==> src/rtl/fetch_unit_pkg.sv <==
// rtl/fetch_unit_pkg.sv - shared types and constants for the instruction-fetch front end
package fetch_unit_pkg;

  typedef logic [31:0] addr_t;
  typedef logic [31:0] word_t;

  typedef enum logic [2:0] {
    S_IDLE,
    S_REQ,
    S_WAIT,
    S_HOLD,
    S_DRAIN
  } fetch_state_t;

  localparam addr_t RESET_PC = 32'hbfc0_0000;

  typedef struct packed {
    logic  valid;
    addr_t addr;
  } ibus_req_t;

  typedef struct packed {
    logic  valid;
    word_t data;
  } ibus_resp_t;

endpackage

==> src/rtl/fetch_unit_if.sv <==
// rtl/fetch_unit_if.sv - instruction bus, decode handoff and redirect signals of the fetch unit
interface fetch_unit_if;
  import fetch_unit_pkg::*;

  logic  ireq_valid;
  addr_t ireq_addr;
  logic  ireq_ready;
  logic  iresp_valid;
  word_t iresp_data;

  logic  out_valid;
  addr_t out_pc;
  word_t out_instr;
  logic  out_fault;
  logic  out_ready;

  logic  redirect_valid;
  addr_t redirect_pc;

  modport master (
    output ireq_valid, ireq_addr,
    input  ireq_ready, iresp_valid, iresp_data,
    output out_valid, out_pc, out_instr, out_fault,
    input  out_ready,
    input  redirect_valid, redirect_pc
  );

  modport slave (
    input  ireq_valid, ireq_addr,
    output ireq_ready, iresp_valid, iresp_data,
    input  out_valid, out_pc, out_instr, out_fault,
    output out_ready,
    output redirect_valid, redirect_pc
  );

endinterface

==> src/rtl/fetch_unit_pc_gen.sv <==
// rtl/fetch_unit_pc_gen.sv - next-PC select and alignment check; FETCH_ADDR_CHECK_EN enables fault on misaligned PC
module fetch_pc_gen
  import fetch_unit_pkg::*;
(
  input  addr_t pc,
  input  logic  redirect_valid,
  input  addr_t redirect_pc,
  input  logic  advance,
  output addr_t pc_next,
  output addr_t bus_addr,
  output logic  misaligned
);

  always_comb begin
    pc_next = pc;
    if (redirect_valid) begin
      pc_next = redirect_pc;
    end else if (advance) begin
      pc_next = pc + 32'd4;
    end
  end

`ifdef FETCH_ADDR_CHECK_EN
  assign misaligned = |pc[1:0];
  assign bus_addr   = pc;
`else
  // Without the check the low bits are simply dropped on the bus.
  assign misaligned = 1'b0;
  assign bus_addr   = {pc[31:2], 2'b00};
`endif

endmodule

==> src/rtl/fetch_unit.sv <==
// rtl/fetch_unit.sv - fetch FSM and holding registers; FETCH_ADDR_CHECK_EN (in fetch_pc_gen) adds misaligned-PC faults
module fetch_unit #(
  parameter fetch_unit_pkg::addr_t RESET_PC = fetch_unit_pkg::RESET_PC
) (
  input logic          clk,
  input logic          resetn,
  fetch_unit_if.master bus
);
  import fetch_unit_pkg::*;

  fetch_state_t state, state_d;
  addr_t        pc, pc_next, bus_addr;
  word_t        instr_q;
  logic         fault_q;
  logic         misaligned;
  logic         advance, capture_data, capture_fault;
  ibus_req_t    ireq;
  ibus_resp_t   iresp;

  fetch_pc_gen u_pc_gen (
    .pc             (pc),
    .redirect_valid (bus.redirect_valid),
    .redirect_pc    (bus.redirect_pc),
    .advance        (advance),
    .pc_next        (pc_next),
    .bus_addr       (bus_addr),
    .misaligned     (misaligned)
  );

  assign iresp = '{valid: bus.iresp_valid, data: bus.iresp_data};
  assign ireq  = '{valid: (state == S_REQ) && !misaligned, addr: bus_addr};

  assign bus.ireq_valid = ireq.valid;
  assign bus.ireq_addr  = ireq.addr;
  assign bus.out_valid  = (state == S_HOLD);
  assign bus.out_pc     = pc;
  assign bus.out_instr  = instr_q;
  assign bus.out_fault  = fault_q;

  // Redirect wins everywhere; pc_gen applies it to pc independently of state.
  always_comb begin
    state_d       = state;
    advance       = 1'b0;
    capture_data  = 1'b0;
    capture_fault = 1'b0;
    case (state)
      S_IDLE: state_d = S_REQ;
      S_REQ: begin
        if (misaligned) begin
          if (!bus.redirect_valid) begin
            state_d       = S_HOLD;
            capture_fault = 1'b1;
          end
        end else if (bus.ireq_ready) begin
          state_d = bus.redirect_valid ? S_DRAIN : S_WAIT;
        end
      end
      S_WAIT: begin
        if (bus.redirect_valid) begin
          state_d = iresp.valid ? S_REQ : S_DRAIN;
        end else if (iresp.valid) begin
          state_d      = S_HOLD;
          capture_data = 1'b1;
        end
      end
      S_HOLD: begin
        if (bus.redirect_valid) begin
          state_d = S_REQ;
        end else if (bus.out_ready) begin
          state_d = S_REQ;
          advance = 1'b1;
        end
      end
      S_DRAIN: begin
        if (iresp.valid) state_d = S_REQ;
      end
      default: state_d = S_IDLE;
    endcase
  end

  always_ff @(posedge clk or negedge resetn) begin
    if (!resetn) begin
      state   <= S_IDLE;
      pc      <= RESET_PC;
      instr_q <= '0;
      fault_q <= 1'b0;
    end else begin
      state <= state_d;
      pc    <= pc_next;
      if (capture_data) begin
        instr_q <= iresp.data;
        fault_q <= 1'b0;
      end else if (capture_fault) begin
        instr_q <= '0;
        fault_q <= 1'b1;
      end
    end
  end

endmodule

==> src/flat_wrapper.sv <==
// flat-port wrapper written by rule: the top's interface ports become plain ports
module fetch_unit_flat import fetch_unit_pkg::*;
#(
  parameter fetch_unit_pkg::addr_t RESET_PC = fetch_unit_pkg::RESET_PC
)
  (clk, resetn, bus_ireq_valid, bus_ireq_addr, bus_ireq_ready, bus_iresp_valid, bus_iresp_data, bus_out_valid, bus_out_pc, bus_out_instr, bus_out_fault, bus_out_ready, bus_redirect_valid, bus_redirect_pc);
  fetch_unit_if bus_i ();
  input logic clk;
  input logic resetn;
  output wire logic [$bits(bus_i.ireq_valid)-1:0] bus_ireq_valid;
  output wire logic [$bits(bus_i.ireq_addr)-1:0] bus_ireq_addr;
  input wire logic [$bits(bus_i.ireq_ready)-1:0] bus_ireq_ready;
  input wire logic [$bits(bus_i.iresp_valid)-1:0] bus_iresp_valid;
  input wire logic [$bits(bus_i.iresp_data)-1:0] bus_iresp_data;
  output wire logic [$bits(bus_i.out_valid)-1:0] bus_out_valid;
  output wire logic [$bits(bus_i.out_pc)-1:0] bus_out_pc;
  output wire logic [$bits(bus_i.out_instr)-1:0] bus_out_instr;
  output wire logic [$bits(bus_i.out_fault)-1:0] bus_out_fault;
  input wire logic [$bits(bus_i.out_ready)-1:0] bus_out_ready;
  input wire logic [$bits(bus_i.redirect_valid)-1:0] bus_redirect_valid;
  input wire logic [$bits(bus_i.redirect_pc)-1:0] bus_redirect_pc;
  assign bus_ireq_valid = bus_i.ireq_valid;
  assign bus_ireq_addr = bus_i.ireq_addr;
  assign bus_i.ireq_ready = bus_ireq_ready;
  assign bus_i.iresp_valid = bus_iresp_valid;
  assign bus_i.iresp_data = bus_iresp_data;
  assign bus_out_valid = bus_i.out_valid;
  assign bus_out_pc = bus_i.out_pc;
  assign bus_out_instr = bus_i.out_instr;
  assign bus_out_fault = bus_i.out_fault;
  assign bus_i.out_ready = bus_out_ready;
  assign bus_i.redirect_valid = bus_redirect_valid;
  assign bus_i.redirect_pc = bus_redirect_pc;
  fetch_unit #(.RESET_PC(RESET_PC)) u_core (.clk(clk), .resetn(resetn), .bus(bus_i));
endmodule
==> config.mk <==
export PLATFORM = sky130hd
export DESIGN_NAME = fetch_unit_flat
export DESIGN_NICKNAME = d
export VERILOG_FILES = /design/src/rtl/fetch_unit_pkg.sv /design/src/rtl/fetch_unit_if.sv /design/src/rtl/fetch_unit_pc_gen.sv /design/src/rtl/fetch_unit.sv /design/src/flat_wrapper.sv
export SDC_FILE = /design/constraint.sdc
export NUM_CORES = 1
export LEC_CHECK = 0
export ABC_AREA = 1
export CELL_PAD_IN_SITES_DETAIL_PLACEMENT = 1
export CELL_PAD_IN_SITES_GLOBAL_PLACEMENT = 2
export CORE_AREA = 2 2 134 136
export DETAILED_ROUTE_END_ITERATION = 10
export DIE_AREA = 0 0 136 138
export PLACE_DENSITY = 0.91
export SYNTH_ARGS = -nofsm -noshare
export SYNTH_HDL_FRONTEND = slang
export SYNTH_SLANG_ARGS = --single-unit
==> constraint.sdc <==
create_clock -name clk -period 1.8 [get_ports clk]
set_input_delay 0.27 -clock clk [delete_from_list [all_inputs] [get_ports clk]]
set_output_delay 0.27 -clock clk [all_outputs]
set_load 0.02 [all_outputs]
=== Word level (Yosys, flattened, before mapping) ===
Index checks and enable logic that the tools add are counted.

* Add/sub/neg operators: 1
* Equal/unequal tests: 8
* Reductions and logical operators: 3
* Mux-type cells: 19

{| class="wikitable"
|+ Operators by type and width
! operator !! number
|-
| 2-to-1 mux 32 bit || 3
|-
| adder 32 x 3 -> 32 bit (second input constant) || 1
|-
| 2-to-1 mux 3 bit || 8
|-
| one-hot mux 3 bit (5 select lines) || 1
|-
| 2-to-1 mux 1 bit || 7
|-
| equality test 3 x 2 -> 1 bit (second input constant) || 2
|-
| AND reduction 4 bit || 1
|-
| equality test 3 x 1 -> 1 bit (second input constant) || 1
|-
| equality test 3 bit (second input constant) || 1
|-
| zero test 3 bit || 1
|-
| != test 3 x 1 -> 1 bit (second input constant) || 1
|-
| != test 3 bit (second input constant) || 1
|-
| != test 2 x 1 -> 1 bit (second input constant) || 1
|-
| != test 2 bit (second input constant) || 1
|-
| nonzero test 2 bit || 1
|}

* Word-level logic and storage cells: 35
* Register bits: 68

=== Longest topological paths before layout ===
Gate-level depths: netlist of run 1.

* Depth in word-level cells: 5
* Depth in mapped cells: 11
* Gate-level depth less buffers: 10

=== By module ===
From an unflattened synthesis of run 1, not the netlist that was laid out.

* Cells, all modules: 520
* Area total of the unflattened synthesis: 4274.1 um^2

{| class="wikitable"
|+ Modules (own cells, without submodules)
! module !! cells an instance !! instances !! area an instance (um^2)
|-
| fetch_unit || 225 || 1 || 2792.7
|-
| fetch_pc_gen || 295 || 1 || 1481.4
|}

=== Worst setup path before layout of run 1 ===
No wires, ideal clock.

* Path kind: register -> register
* Start point: reg u_core.pc[3] (netlist: u_core.bus.out_pc[3])
* End point: reg u_core.pc[20] (netlist: u_core.bus.out_pc[20])
* Setup slack: 158 ps
* Library setup time: 117 ps
* Data arrival time: 1525 ps
* Stages on the path, launching flop included: 11
* Period minus slack after synthesis: 1642 ps
* Buffers on the path: 0
* Cell sequence: dfrtp_1 > ha_1 > nand2_1 > nor2_2 > nand2_1 > nor2_2 > nand3_1 > nand2_1 > nand2_1 > nand2_1 > nand2_1

* Cells in the longest elaborated chain, start to end: 3

{| class="wikitable"
|+ RTL lines
! what !! line !! RTL
|-
| start: declaration || fetch_unit.sv:12 || <nowiki>addr_t pc, pc_next, bus_addr;</nowiki>
|-
| start signal: assignment || fetch_unit.sv:89 || <nowiki>pc <= pc_next;</nowiki>
|-
| adder 32 x 3 -> 32 bit || fetch_unit_pc_gen.sv:19 || <nowiki>pc_next = pc + 32'd4;</nowiki>
|-
| 2-to-1 mux 32 bit || fetch_unit_pc_gen.sv:18 || <nowiki>end else if (advance) begin</nowiki>
|-
| 2-to-1 mux 32 bit || fetch_unit_pc_gen.sv:16 || <nowiki>if (redirect_valid) begin</nowiki>
|}

No other way between the ends. The select of a mux whose other input is x is not followed.
A chain may end at the register's enable or synchronous reset.

=== Final worst setup path of run 1 ===
* Start point: reg u_core.pc[8] (netlist: u_core.bus.out_pc[8])
* End point: out bus_ireq_addr[8]

{| class="wikitable"
|+ RTL lines
! what !! line !! RTL
|-
| end: declaration || flat_wrapper.sv:11 || <nowiki>output wire logic [$bits(bus_i.ireq_addr)-1:0] bus_ireq_addr;</nowiki>
|}

No word-level cell between the ends.

==> reports/metrics.cfg, run 1 <==
[outcome]
status = finished clean

[grt]
grt_start_max_net_pins = 68
grt_antenna_before_repair = 1
grt_use_total_pct = 14.88
grt_pass1_vias = 4095
grt_overflow = 0
grt_pass1_wl_mm = 21.69

[synthesis]
syn_area_per_cell_sq_um = 7.974
yosysSeqAreaShare_pct = 41.10
synth-edff-count = 0
synth_area_sq_um = 4106
synthFlopType = dfrtp_1
syn-instance-count = 515
ys_types = 35
async_flop_share_pct = 100.0
yosysWarnings = 0
synth_seq_cells = 67

[sta]
setup_tns_ns = 0
finalCritPeriodShare_pct = 96.89
fmax_mhz = 573.4
timing_hold_violations_final = 0
min_period_ns = 1.744
rsz0062_at_grt = false
slew_viol_final = 0
finClkSkew_ns = 0.007959
finalSetupViolations = 0

[placement]
dpl.cell_count = 884
gp_congestion = 0.7672
io_buffer_count = 165
dp_hpwl_mm = 10.22
placed_cell_area_sq_um = 5939

[floorplan]
io_pins = 169
coreArea_sq_um = 17530
rows = 49
dieArea_sq_um = 18770
die_w_um = 136
die_h_um = 138
initial_core_util_pct = 23.42

[power_and_ir_drop]
power_density_nw_per_um2 = 1321
leakage_uw = 0.002941
vdd_drop_max_mv = 0.8882
finalPower_uw = 8270

[setup_path]
end_kind = output pin
cp.arrival_ns = 1.47
path_class = flip-flop to output pin
worst_r2r_startpoint = u_core.bus.out_pc[2]
worstSetupStartpoint = u_core.bus.out_pc[8]
critical_path_required_ns = 1.53
crit_path_start_kind = flip-flop
cp_max_fo = 4

[final_layout]
n_fill_cell = 2051
area_delta_synth_final_pct = 52.47
diodes = 0
final_cell_mix = nand2_1 (144), clkdlybuf4s50_1 (134), nor2_1 (76)
finalNetCount = 738
final_common_cell = nand2_1
drive_above_1_share_pct = 14.46
fin_area_sq_um = 6261
final_cells = 900

[detailed_routing]
vias = 3874
ant_nets = 0
vias_per_cell = 4.304
firstDrtPassIters = 4
remaining_drc_errors = 0
totalWireLength_mm = 13.59
first_iter_violations = 97
avgRoutedWirePerCell_um = 15.09

[cts]
cts.sinks = 67
cts_tree = done
numCtsBuffers = 9
htree_levels = 3
cts_buffer_depth = 2
root_buffer = clkbuf_16
post_cts_buffers = 0
clk_pin_slew_ns = 0.06
clk_latency_ns = 0.34

[min_path]
worstHoldStart = u_core.bus.out_pc[0]
hold_path.class = flip-flop to flip-flop

[flow_run]
cap_viol_max_count = 0

synth_stat cells (6+ instances only):
cell,count,area (sq um)
o21ai_1,14,70.07
nor2_2,6,37.54
nor2_1,76,285.3
nor3_1,9,45.04
inv_1,38,142.6
buf_4,33,247.7
a21oi_1,7,35.03
dfrtp_1,58,1451
nand3_1,31,155.2
mux2_4,30,450.4
nand2_1,144,540.5
clkbuf_1,6,22.52
o21ai_0,9,45.04
dfstp_2,9,236.5
state kept, by name, summed over array words and instances (netlist names):
register / flops
u_core.bus.out_pc: 32
u_core.bus.out_instr: 32
u_core.state: 3
cell families (layout without fill, tap and decap cells):
group	after synthesis	in the layout	share of synthesized area [%]
AO/OA/AOI/OAI	43	43	5.819
XOR/XNOR	3	3	0.6400
adder cells (fa/ha/maj)	1	1	0.3046
buffers and inverters	92	246	12.40
flip-flops	67	67	41.10
multiplexers	32	32	11.52
other	1	3	0.09132
AND/OR/NAND/NOR	276	276	28.12
path summary, 6_finish.rpt:
| check | slack [ns] | end | cells past startpoint |
|---|---|---|---|
| max in group asynchronous | 0.98 | u_core.bus.out_instr[13] | 3 |
| min in group asynchronous | 0.49 | u_core.bus.out_pc[18] | 3 |
| setup reg to reg | 0.19 | u_core.bus.out_pc[21] | 10 |
| hold / removal | 0.48 | u_core.bus.out_pc[0] | 2 |
| setup / recovery | 0.06 | bus_ireq_addr[8] | 2 |
| hold reg to reg | 0.48 | u_core.bus.out_pc[0] | 2 |
per-stage QoR:
stage                     hold slack, ns  util, %  worst slack, ns
final                             0.4779    35.71          0.05601
after global routing              0.5035    35.71         0.001801
after CTS                         0.4836    35.58         0.003775
after detailed placement          0.3357    33.87           0.1067
after global placement            0.3358    33.87           0.1072
after floorplan                 -0.02559        -           0.1582
per-layer routing:
metal	routed length, um	part of all wire [%]	track usage (%)	vias to the layer above
met2	6444	47	24.70	124
met3	1221	9.0	6.821	13
met1	5787	43	17.67	1831
li1	-	-	-	1906
met5	0	0	0	-
met4	131	0.96	3.015	0
power by group:
group / internal [uW] / switching, uW
Combinational: 1950 / 1850
Clock: 1210 / 710
Sequential: 2070 / 488
critical path, cell delays in order, from the launching register on:
cell and delay (ns):
dfrtp_1 0.38, buf_4 0.15, clkdlybuf4s50_1 0.60
repair_timing:
action / in CTS / in global routing
hold buffers: 1 / 0
gates resized for setup: 23 / 10
endpoints found under the setup margin: 24 / 10
endpoints found under the hold margin: 58 / 0
layout make-up:
cell class              instances  area (sq um)  area share [%]
flip-flops and latches         67          1690           27.00
inverters                      43         161.4           2.578
clock inverters                 6         90.09           1.439
multi-input cells             358          1917           30.62
well taps                     229         286.5           4.576
clock buffers                   9         225.2           3.597
repair buffers                188          1891           30.20
Power figures use the tool's default switching activity.
==> inputs of run 2 (changes only) <==
--- a/config.mk
+++ b/config.mk
@@ -11,7 +11,7 @@
 export CORE_AREA = 2 2 134 136
 export DETAILED_ROUTE_END_ITERATION = 10
 export DIE_AREA = 0 0 136 138
-export PLACE_DENSITY = 0.91
+export PLACE_DENSITY = 0.79
 export SYNTH_ARGS = -nofsm -noshare
 export SYNTH_HDL_FRONTEND = slang
 export SYNTH_SLANG_ARGS = --single-unit
==> run 2 against run 1 <==
Sequential share of layout area about the same. Sequential power about the same. Cell area decreased by 0.32%. Hold slack about the same. Worst setup slack got worse by 0.021 ns. Count of clock-buffer cells in the layout increased by 1. Largest power group unchanged.
==> reports/metrics.cfg, run 2 (synthesized netlist as in run 1, its figures left out) <==
[detailed_routing]
vias = 3896  ; was 3,874
remaining_drc_errors = 0  ; unchanged
vias_per_cell = 4.339  ; was 4.304
first_iter_violations = 106  ; was 97
totalWireLength_mm = 13.84  ; was 13.59 mm
avgRoutedWirePerCell_um = 15.42  ; was 15.09 um
ant_nets = 0  ; unchanged
firstDrtPassIters = 4  ; unchanged

[sta]
fmax_mhz = 566.4  ; was 573.4 MHz
finClkSkew_ns = 0.007644  ; was 0.007959 ns
timing_hold_violations_final = 0  ; unchanged
finalCritPeriodShare_pct = 98.08  ; was 96.89%
rsz0062_at_grt = false  ; unchanged
finalSetupViolations = 0  ; unchanged
slew_viol_final = 0  ; unchanged
min_period_ns = 1.765  ; was 1.744 ns
setup_tns_ns = 0  ; unchanged

[setup_path]
path_buf_inv = 1  ; was 2
worst_r2r_startpoint = u_core.bus.out_pc[13]  ; was u_core.bus.out_pc[2]
cp_cell_sequence = clkdlybuf4s50_1  ; was buf_4 -> clkdlybuf4s50_1
rr_endpoint = u_core.bus.out_pc[19]  ; was u_core.bus.out_pc[21]
crit_family = buffers and inverters  ; unchanged
worstSetupStartpoint = u_core.bus.out_pc[13]  ; was u_core.bus.out_pc[8]
cp.arrival_ns = 1.50  ; was 1.47 ns
path_class = flip-flop to output pin  ; unchanged
slowest_delay_ns = 0.66  ; was 0.60 ns
cp_max_fo = 6  ; was 4
end_kind = output pin  ; unchanged
critical_path_required_ns = 1.53  ; about the same
r2r_cells = 9  ; was 10
r2r_setup_slack_ns = 0.14  ; was 0.19 ns
crit_slowest_cell = clkdlybuf4s50_1  ; unchanged
crit_path_start_kind = flip-flop  ; unchanged

[placement]
dp_hpwl_mm = 10.60  ; was 10.22 mm
gp_congestion = 0.8083  ; was 0.7672
io_buffer_count = 165  ; unchanged
placed_cell_area_sq_um = 5912  ; was 5939 sq um

[power_and_ir_drop]
pwr-share-seq_pct = 31.0  ; was 30.9%
clock_power_share_pct = 22.9  ; was 23.2%
power_density_nw_per_um2 = 1322  ; was 1321 nW/um^2
leakage_uw = 0.002939  ; was 0.002941 uW
pwr-share-comb_pct = 46.1  ; was 45.9%
p_sw_share_pct = 36.89  ; was 36.84%
p_int_uw = 5208  ; was 5223 uW
p_switching_uw = 3045  ; was 3047 uW
vdd_drop_max_mv = 0.6482  ; was 0.8882 mV

[grt]
grt_overflow = 0  ; unchanged
grt_pass1_vias = 4341  ; was 4,095
grt_pass1_wl_mm = 22.52  ; was 21.69 mm
grt_use_total_pct = 15.35  ; was 14.88%
grt_start_max_net_pins = 68  ; unchanged
grt_antenna_before_repair = 0  ; was 1

[cts]
clk_pin_slew_ns = 0.06  ; about the same
cts.sinks = 67  ; unchanged
root_buffer = clkbuf_16  ; unchanged
numCtsBuffers = 9  ; unchanged
clk_latency_ns = 0.34  ; about the same
cts_tree = done  ; unchanged
cts_buffer_depth = 2  ; unchanged
post_cts_buffers = 0  ; unchanged
htree_levels = 3  ; unchanged

[final_layout]
area_delta_synth_final_pct = 51.98  ; was 52.47%
final_cell_mix = nand2_1 (143), clkdlybuf4s50_1 (134), nor2_1 (75)  ; was nand2_1 (144), clkdlybuf4s50_1 (134), nor2_1 (76)
fin_util_pct = 35.59  ; was 35.71%
finalNetCount = 736  ; was 738
n_fill_cell = 2086  ; was 2,051
final_common_cell = nand2_1  ; unchanged
diodes = 0  ; unchanged
fin_area_sq_um = 6241  ; was 6261 sq um
drive_above_1_share_pct = 14.05  ; was 14.46%

[floorplan]
die_h_um = 138  ; unchanged
dieArea_sq_um = 18770  ; unchanged
die_w_um = 136  ; unchanged
rows = 49  ; unchanged
io_pins = 169  ; unchanged
coreArea_sq_um = 17530  ; unchanged
initial_core_util_pct = 23.42  ; unchanged

[flow_run]
cap_viol_max_count = 0  ; unchanged

[outcome]
status = finished clean  ; unchanged

[min_path]
hold_path.class = input pin to asynchronous set/reset pin  ; was flip-flop to flip-flop

-- run 2: power groups by stage --
stage / combinational [uW] / clock [uW] / sequential [uW]
2_1_floorplan: 1630 / 0 / 3080
3_3_place_gp: 3840 / 0 / 2550
4_1_cts: 3870 / 1940 / 2580
5_1_grt: 4100 / 1990 / 2640
3_5_place_dp: 3930 / 0 / 2580
6_report: 3800 / 1890 / 2560
-- run 2: worst min-delay path, delay by kind of cell --
kind / cells / cell delay (ns)
buffers and inverters: 3 / 0.96
-- run 2: area by class of cell --
type | count | area [sq um] | share of cell area, %
Clock buffer | 10 | 229.0 | 3.669
Inverter | 43 | 161.4 | 2.586
Sequential cell | 67 | 1688 | 27.04
Multi-Input combinational cell | 358 | 1932 | 30.95
Tap cell | 229 | 286.5 | 4.591
Timing Repair Buffer | 186 | 1866 | 29.89
Clock inverter | 5 | 78.83 | 1.263
-- run 2: worst max path at each step --
stage                                 end  slack (ns)  cells after the start
finish                  bus_ireq_addr[13]        0.03                      1
global route        u_core.bus.out_pc[26]      0.0009                     10
CTS                        bus_out_pc[19]       0.002                      1
detailed placement  u_core.bus.out_pc[19]        0.09                      9
global placement    u_core.bus.out_pc[14]        0.14                     10
floorplan           u_core.bus.out_pc[20]        0.16                     10
-- run 2: repair_timing --
item,CTS,global route
hold buffers,1,0
resized for setup,21,13
endpoints found under the setup margin,21,17
hold endpoints to repair,58,0
-- run 2: per-stage QoR --
step / hold WS, ns / instances / setup WS (ns) / power, uW
floorplan: -0.02559 / 517 / 0.1582 / 4708
global placement: 0.3258 / 882 / 0.1437 / 6397
detailed placement: 0.3320 / 882 / 0.09299 / 6509
CTS: 0.4727 / 898 / 0.002037 / 8382
global route: 0.5006 / 898 / 0.0008726 / 8737
finish: 0.4782 / 898 / 0.03451 / 8253
-- run 2: routing by layer --
layer	global-route usage [%]	wire length [um]	part of all wire, %
met5	0	0	0
met4	5.428	234	1.7
met3	4.950	1098	7.9
met2	26.16	6700	48
met1	17.95	5811	42
